**config.mk**
```make
export PLATFORM = sky130hd
export DESIGN_NAME = acq_peak_search
export DESIGN_NICKNAME = d
export VERILOG_FILES = /design/src/rtl/acq_peak_search.sv
export SDC_FILE = /design/constraint.sdc
export NUM_CORES = 1
export LEC_CHECK = 0
export CORE_AREA = 2 2 216 133
export CTS_BUF_LIST = sky130_fd_sc_hd__clkbuf_4 sky130_fd_sc_hd__clkbuf_8
export DETAILED_ROUTE_END_ITERATION = 6
export DIE_AREA = 0 0 218 135
export DONT_BUFFER_PORTS = 1
export REMOVE_ABC_BUFFERS = 1
export SYNTH_ARGS = -nofsm -noshare
export SYNTH_HDL_FRONTEND = slang
export SYNTH_SLANG_ARGS = --single-unit
export TNS_END_PERCENT = 5
```
**constraint.sdc**
```tcl
create_clock -name rx_clk -period 9.61 [get_ports rx_clk]
set_input_delay 1.922 -clock rx_clk [delete_from_list [all_inputs] [get_ports rx_clk]]
set_output_delay 1.922 -clock rx_clk [all_outputs]
set_load 0.02 [all_outputs]
```
**src/rtl/acq_peak_search.sv**
```systemverilog
// Peak search over one full code-phase scan: tracks the largest power, its phase and the runner-up, then issues a hit/miss decision.
// Optional feature macro: ACQ_SEC_PEAK_EN enables second-peak tracking and the peak-to-second ratio test.
module acq_peak_search #(
  parameter int CORR_ACC_WIDTH = 48,
  parameter int PRN_PHS_WIDTH  = 12,
  parameter int RATIO_SHIFT    = 1
) (
  input  logic                      rx_clk,
  input  logic                      rx_rst,
  input  logic [CORR_ACC_WIDTH-1:0] rx_corr_pow,
  input  logic                      rx_pow_vld,
  input  logic                      rx_scan_sop,
  input  logic                      rx_scan_eop,
  input  logic [CORR_ACC_WIDTH-1:0] rx_thresh,
  output logic [CORR_ACC_WIDTH-1:0] tx_peak_pow,
  output logic [CORR_ACC_WIDTH-1:0] tx_sec_pow,
  output logic [PRN_PHS_WIDTH-1:0]  tx_peak_phs,
  output logic                      tx_acq_hit,
  output logic                      tx_acq_done,
  output logic                      tx_busy,
  output logic [1:0]                dbg_state
);

  // rx_pow_vld is a single-cycle pulse with no backpressure: a pulse is consumed in the
  // cycle it is high, or dropped if it arrives while the block is deciding.

  localparam int XW = CORR_ACC_WIDTH + RATIO_SHIFT;

  typedef enum logic [1:0] {
    ST_IDLE   = 2'd0,
    ST_SCAN   = 2'd1,
    ST_DECIDE = 2'd2,
    ST_DONE   = 2'd3
  } state_t;

  state_t                    state;
  logic [CORR_ACC_WIDTH-1:0] max_pow;
  logic [PRN_PHS_WIDTH-1:0]  max_phs;
  logic [PRN_PHS_WIDTH-1:0]  phs_cnt;
  logic                      start;
  logic                      pow_gt_max;
  logic                      thresh_ok;
  logic                      ratio_ok;
  logic                      hit;

  assign start      = rx_pow_vld & rx_scan_sop;
  assign pow_gt_max = rx_corr_pow > max_pow;
  assign thresh_ok  = max_pow > rx_thresh;
  assign hit        = thresh_ok & ratio_ok;
  assign dbg_state  = state;

`ifdef ACQ_SEC_PEAK_EN
  logic [CORR_ACC_WIDTH-1:0] sec_pow;
  logic [XW-1:0]             max_wide;
  logic [XW-1:0]             sec_wide;
  logic                      pow_gt_sec;

  assign pow_gt_sec = rx_corr_pow > sec_pow;
  // Widened so the shifted runner-up never loses its top bits.
  assign max_wide   = XW'(max_pow);
  assign sec_wide   = XW'(sec_pow) << RATIO_SHIFT;
  assign ratio_ok   = max_wide >= sec_wide;

  always_ff @(posedge rx_clk or posedge rx_rst) begin
    if (rx_rst) begin
      sec_pow    <= '0;
      tx_sec_pow <= '0;
    end else begin
      case (state)
        ST_IDLE, ST_DONE: begin
          if (start) sec_pow <= '0;
        end
        ST_SCAN: begin
          if (rx_pow_vld) begin
            if (rx_scan_sop)     sec_pow <= '0;
            else if (pow_gt_max) sec_pow <= max_pow;
            else if (pow_gt_sec) sec_pow <= rx_corr_pow;
          end
        end
        ST_DECIDE: tx_sec_pow <= sec_pow;
        default: ;
      endcase
    end
  end
`else
  assign ratio_ok   = 1'b1;
  assign tx_sec_pow = '0;
`endif

  always_ff @(posedge rx_clk or posedge rx_rst) begin
    if (rx_rst) begin
      state       <= ST_IDLE;
      max_pow     <= '0;
      max_phs     <= '0;
      phs_cnt     <= '0;
      tx_peak_pow <= '0;
      tx_peak_phs <= '0;
      tx_acq_hit  <= 1'b0;
      tx_acq_done <= 1'b0;
      tx_busy     <= 1'b0;
    end else begin
      tx_acq_done <= 1'b0;
      case (state)
        ST_IDLE, ST_DONE: begin
          if (start) begin
            max_pow <= rx_corr_pow;
            max_phs <= '0;
            phs_cnt <= PRN_PHS_WIDTH'(1);
            tx_busy <= 1'b1;
            state   <= rx_scan_eop ? ST_DECIDE : ST_SCAN;
          end else begin
            state   <= ST_IDLE;
          end
        end
        ST_SCAN: begin
          if (rx_pow_vld) begin
            // A fresh sop abandons the partial scan without reporting it.
            if (rx_scan_sop) begin
              max_pow <= rx_corr_pow;
              max_phs <= '0;
              phs_cnt <= PRN_PHS_WIDTH'(1);
            end else begin
              if (pow_gt_max) begin
                max_pow <= rx_corr_pow;
                max_phs <= phs_cnt;
              end
              phs_cnt <= phs_cnt + 1'b1;
            end
            if (rx_scan_eop) state <= ST_DECIDE;
          end
        end
        ST_DECIDE: begin
          tx_peak_pow <= max_pow;
          tx_peak_phs <= max_phs;
          tx_acq_hit  <= hit;
          tx_acq_done <= 1'b1;
          tx_busy     <= 1'b0;
          state       <= ST_DONE;
        end
        default: state <= ST_IDLE;
      endcase
    end
  end

endmodule

```
== Word-level counts from Yosys, hierarchy flattened ==
Cells that the tools add are included.
Word-level totals
  register bits: 137
  bits of input ports: 101
Cells by class
  $add $sub $neg: 1
  order comparisons: 2
  eq/ne operators: 7
  muxes and demuxes: 22
  bitwise gates (word level): 1
  reductions and logical operators: 8
Operators by type and width (number)
  two-way mux 48 bit: 4
  > comparator 48 bit: 2
  case mux 48 bit (2 select lines): 1
  two-way mux 12 bit: 7
  case mux 12 bit (2 select lines): 2
  adder 12 x 1 -> 12 bit (second input constant): 1
  two-way mux 2 bit: 4
  != test 2 bit (second input constant): 3
  case mux 2 bit (3 select lines): 1
  == test 2 bit (second input constant): 2
  AND reduction 2 bit: 2
  AND reduction 4 bit: 1
  nonzero test 2 bit: 2
  != test 3 bit (second input constant): 1
  AND reduction 3 bit: 1
  == test 2 x 1 -> 1 bit (second input constant): 1
  zero test 2 bit: 1
  two-way mux 1 bit: 2
  case mux 1 bit (2 select lines): 1
  OR reduction 2 bit: 1
  AND 1 bit: 1

== Longest topological paths before layout ==
  depth after elaboration: 5
  mapped depth: 11
  mapped depth without buffers: 9

== Worst setup path after synthesis ==
No wires, ideal clock.
  kind: in2reg
  from: input port rx_corr_pow[46]
  to: register max_pow[18]
  setup time: 0.125 ns
  arrival: 4.083 ns
  data required time: 9.485 ns
  setup slack: 5.402 ns
  stages: 10
  path buffers: 2
  cell sequence: ha_1 a21oi_1 nand2_1 a221o_1 a211o_1 o31ai_4 nand2_2 buf_4 buf_6 mux2_4
Between the ends
  longest elaborated chain between the ends: 3
RTL lines
  start: declaration: line 10  | input logic [CORR_ACC_WIDTH-1:0] rx_corr_pow,
  > comparator 48 bit: line 47  | assign pow_gt_max = rx_corr_pow > max_pow;
  != test 3 bit (no source line)
  AND reduction 4 bit (no source line)
  end signal: assignment: line 106  | max_pow <= rx_corr_pow;
  end signal: assignment: line 119  | max_pow <= rx_corr_pow;
  end signal: assignment: line 124  | max_pow <= rx_corr_pow;
  end: declaration: line 37  | logic [CORR_ACC_WIDTH-1:0] max_pow;
Every way passes these cells.
A chain may end at the register's enable or synchronous reset.

== Worst setup path in the final report ==
  from: input port rx_corr_pow[15]
  to: register max_pow[14]
Same word-level chain as after synthesis.

==> results.txt <==
Post-CTS setup buffers = 0
Layout net count = 958
Cts-stage hold buffer count = 0
Post-placement worst setup slack = 4.08 ns
Initial Util = 29.9%
Total number of yosys warnings = 0
Maximum clock insertion buffer count = 2
Max H-tree Level = 4
Max incr delay on CP = 0.71 ns
CP cell instances = ha_1 -> nand4_1 -> nor2_1 -> a21oi_1 -> a31oi_1 -> o31ai_4 -> nand2_2 -> buf_4 -> mux2_4
Share of flip-flops with an asynchronous set or reset = 100%
Worst endpoint required time = 9.97 ns
Later-pin clock latency in the skew report = 0.47 ns
Most frequent cells in the layout = 137 x dfrtp_1, 100 x inv_1, 98 x ha_1
Vias in the first global route = 5289
Ports = 214
Final Core Density = 32.3%
Area of the die = 29400 um^2
Chip width = 218 um
Count of antenna diodes in the layout = 0
Max-slew headroom at the worst pin = 36.7%
Number of cells produced by synthesis = 753
Fin worst setup slack = 4.59 ns
Count of cells resized by post-cts repair = 0
Max-Cap Viols = 0
CP startpoint kind = primary input
Netlist cell types = 46
Design Power = 0.00286 W
Synth Register Bits = 137
HPWL after DPL = 15600 um
Netlist Area Pre-Place = 8150 um^2
Worst hold path type = reg -> reg
Static leakage = 4.27 nW
Setup violators final = 0
Post-synth EDFFs = 0
Critical Path Slowest Stage Cell = o31ai_4
Wire length reported by the detailed router = 20600 um
Smallest hold slack = 0.514 ns
Leading cell type in the layout, fill and taps excluded = dfrtp_1
Number of optimization iterations in the first detailed-route pass = 4
Final hold violation count = 0
Final global-route overflow total = 0
Most frequently used flop master after synthesis = dfrtp_1
Post-route minimum period = 5.02 ns
Critical path peak fanout = 25
Count of pins over their slew limit = 0
Num CTS Buffers = 17
Wirelength per Cell = 18.1 um
Synth-to-Final Area Change = 8.05%
First-pass GRT wire length = 31600 um
Number of antenna violations at the first check in global routing = 0
Count of buffers inserted at the top-level ports = 0
Critical Path AT = 5.38 ns
Actual transition at the worst max-transition pin = 0.950 ns
Weighted congestion at the end of routability-driven global placement = 0.807
Nature of the critical path endpoint = register
Maximum vdd ir drop = 0.146 mV
Ratio of final minimum period to clock period = 52.2%
Critical path start-end classification = in -> reg
Total via count after detailed routing = 5228
RSZ-0062 raised after global routing = no
Avg Cell Area, Syn = 10.8 um^2
Accumulated negative setup slack = 0 ns
Result of the run = complete, no violations
Detailed router's first-iteration violation count = 268
GR Util All Layers = 14.5%
Fmax = 0.199 GHz
Vias per Instance = 4.59
Standard cell core area = 27300 um^2
Clock-pin slew reported for the worst setup and hold paths after clock tree synthesis = 0.08 ns
Register-to-register setup slack = 5.57 ns
Root buffer cell = clkbuf_8
Row Count = 47
Num Clock Sinks = 137
Fin Clk Skew = 0.0148 ns
Pin count of the biggest net entering global routing = 72
Share of the yosys chip area belonging to registers = 42.1%
Die outline height = 135 um
Drc violations = 0
Detail Route Antenna Nets = 0
Layout cells sized above 1 = 19.1%
CTS tree = done
Areal power density over the cells = 325 nW/um^2
-- worst paths after layout --
path	from	end	cells after the start
worst max register to register	max_pow[39]	max_pow[14]	10
worst min-delay path	max_phs[5]	max_phs[5]	2
worst min register to register	max_phs[5]	max_phs[5]	2
worst max-delay path	rx_corr_pow[15]	max_pow[14]	9
max in group asynchronous	rx_rst	max_phs[2]	2
min in group asynchronous	rx_rst	tx_peak_pow[4]	1
-- sequential cells by signal, indices dropped and copies added (netlist names) --
name,flops
max_pow,48
tx_peak_pow,48
max_phs,12
phs_cnt,12
tx_peak_phs,12
dbg_state,2
tx_acq_done,1
tx_acq_hit,1
tx_busy,1
-- metrics by stage --
stage,std cells,cell area (um^2)
after floorplan,736,7880
after global placement,1106,8380
after detailed placement,1106,8380
after CTS,1138,8800
after global routing,1138,8800
final,1138,8800
-- cell type report --
| cell class | instances | area, um^2 |
|---|---|---|
| Fill cell | 2794 | 18500 |
| Multi-Input combinational cell | 498 | 4090 |
| Sequential cell | 137 | 3430 |
| Tap cell | 367 | 459 |
| Inverter | 101 | 384 |
| Clock buffer | 19 | 255 |
| Clock inverter | 13 | 166 |
| Timing Repair Buffer | 3 | 22.5 |
-- cell usage after synthesis (2+ instances only) --
cell       instances  area, um^2
nand4_1           24         150
nor2_1            23        86.3
nand3_1           20         100
inv_1            101         379
a2111oi_0          3        26.3
a21o_1             5        37.5
ha_1              99        1240
nor2b_1            6        37.5
nor3_1             5        25.0
a31oi_1            5        31.3
mux2_2            88         991
o211ai_1           3        22.5
nand2_1           33         124
mux2_4            19         285
clkbuf_1          11        41.3
buf_2              2        10.0
a32o_1             7        70.1
a21oi_1           37         185
o22ai_1            2        12.5
and3_1             6        37.5
o21a_1             3        22.5
nand2b_1           5        31.3
o21ai_0           31         155
dfrtp_1          137        3430
buf_6              2        22.5
xor2_1             5        43.8
nor4_1             4        25.0
buf_4             49         368
-- logic make-up after synthesis --
| family | count (synthesis) | share of synthesized area (%) |
|---|---|---|
| adder cells (fa/ha/maj) | 99 | 15.2 |
| flip-flops | 137 | 42.1 |
| other | 1 | 0.0460 |
| multiplexers | 108 | 15.8 |
| buffers and inverters | 165 | 10.1 |
| XOR/XNOR | 6 | 0.645 |
| AND/OR/NAND/NOR | 130 | 7.91 |
| AO/OA/AOI/OAI | 107 | 8.28 |
-- worst max-delay path: cells and delay by family --
| family | cells | cell delay (ns) |
|---|---|---|
| adders and majority gates | 1 | 0.31 |
| muxes | 1 | 0.36 |
| buffers and inverters | 1 | 0.50 |
| and+or+nand+nor | 3 | 0.99 |
| AOI/OAI and AO/OA | 3 | 1.25 |
-- where the power goes --
part	total, W	switching [W]	internal (W)
Combinational	0.00115	0.000557	0.000590
Sequential	0.00119	0.000377	0.000815
Clock	0.000520	0.000252	0.000268
-- per-layer routing --
layer	GRT usage, %	wire, um	part of all wire, %
met4	4.72	263	1.3
met3	6.67	1880	9.1
met5	0	0	0
met1	19.6	9990	49
met2	20.2	8470	41
Note: power is estimated with default switching activity, not from simulation.
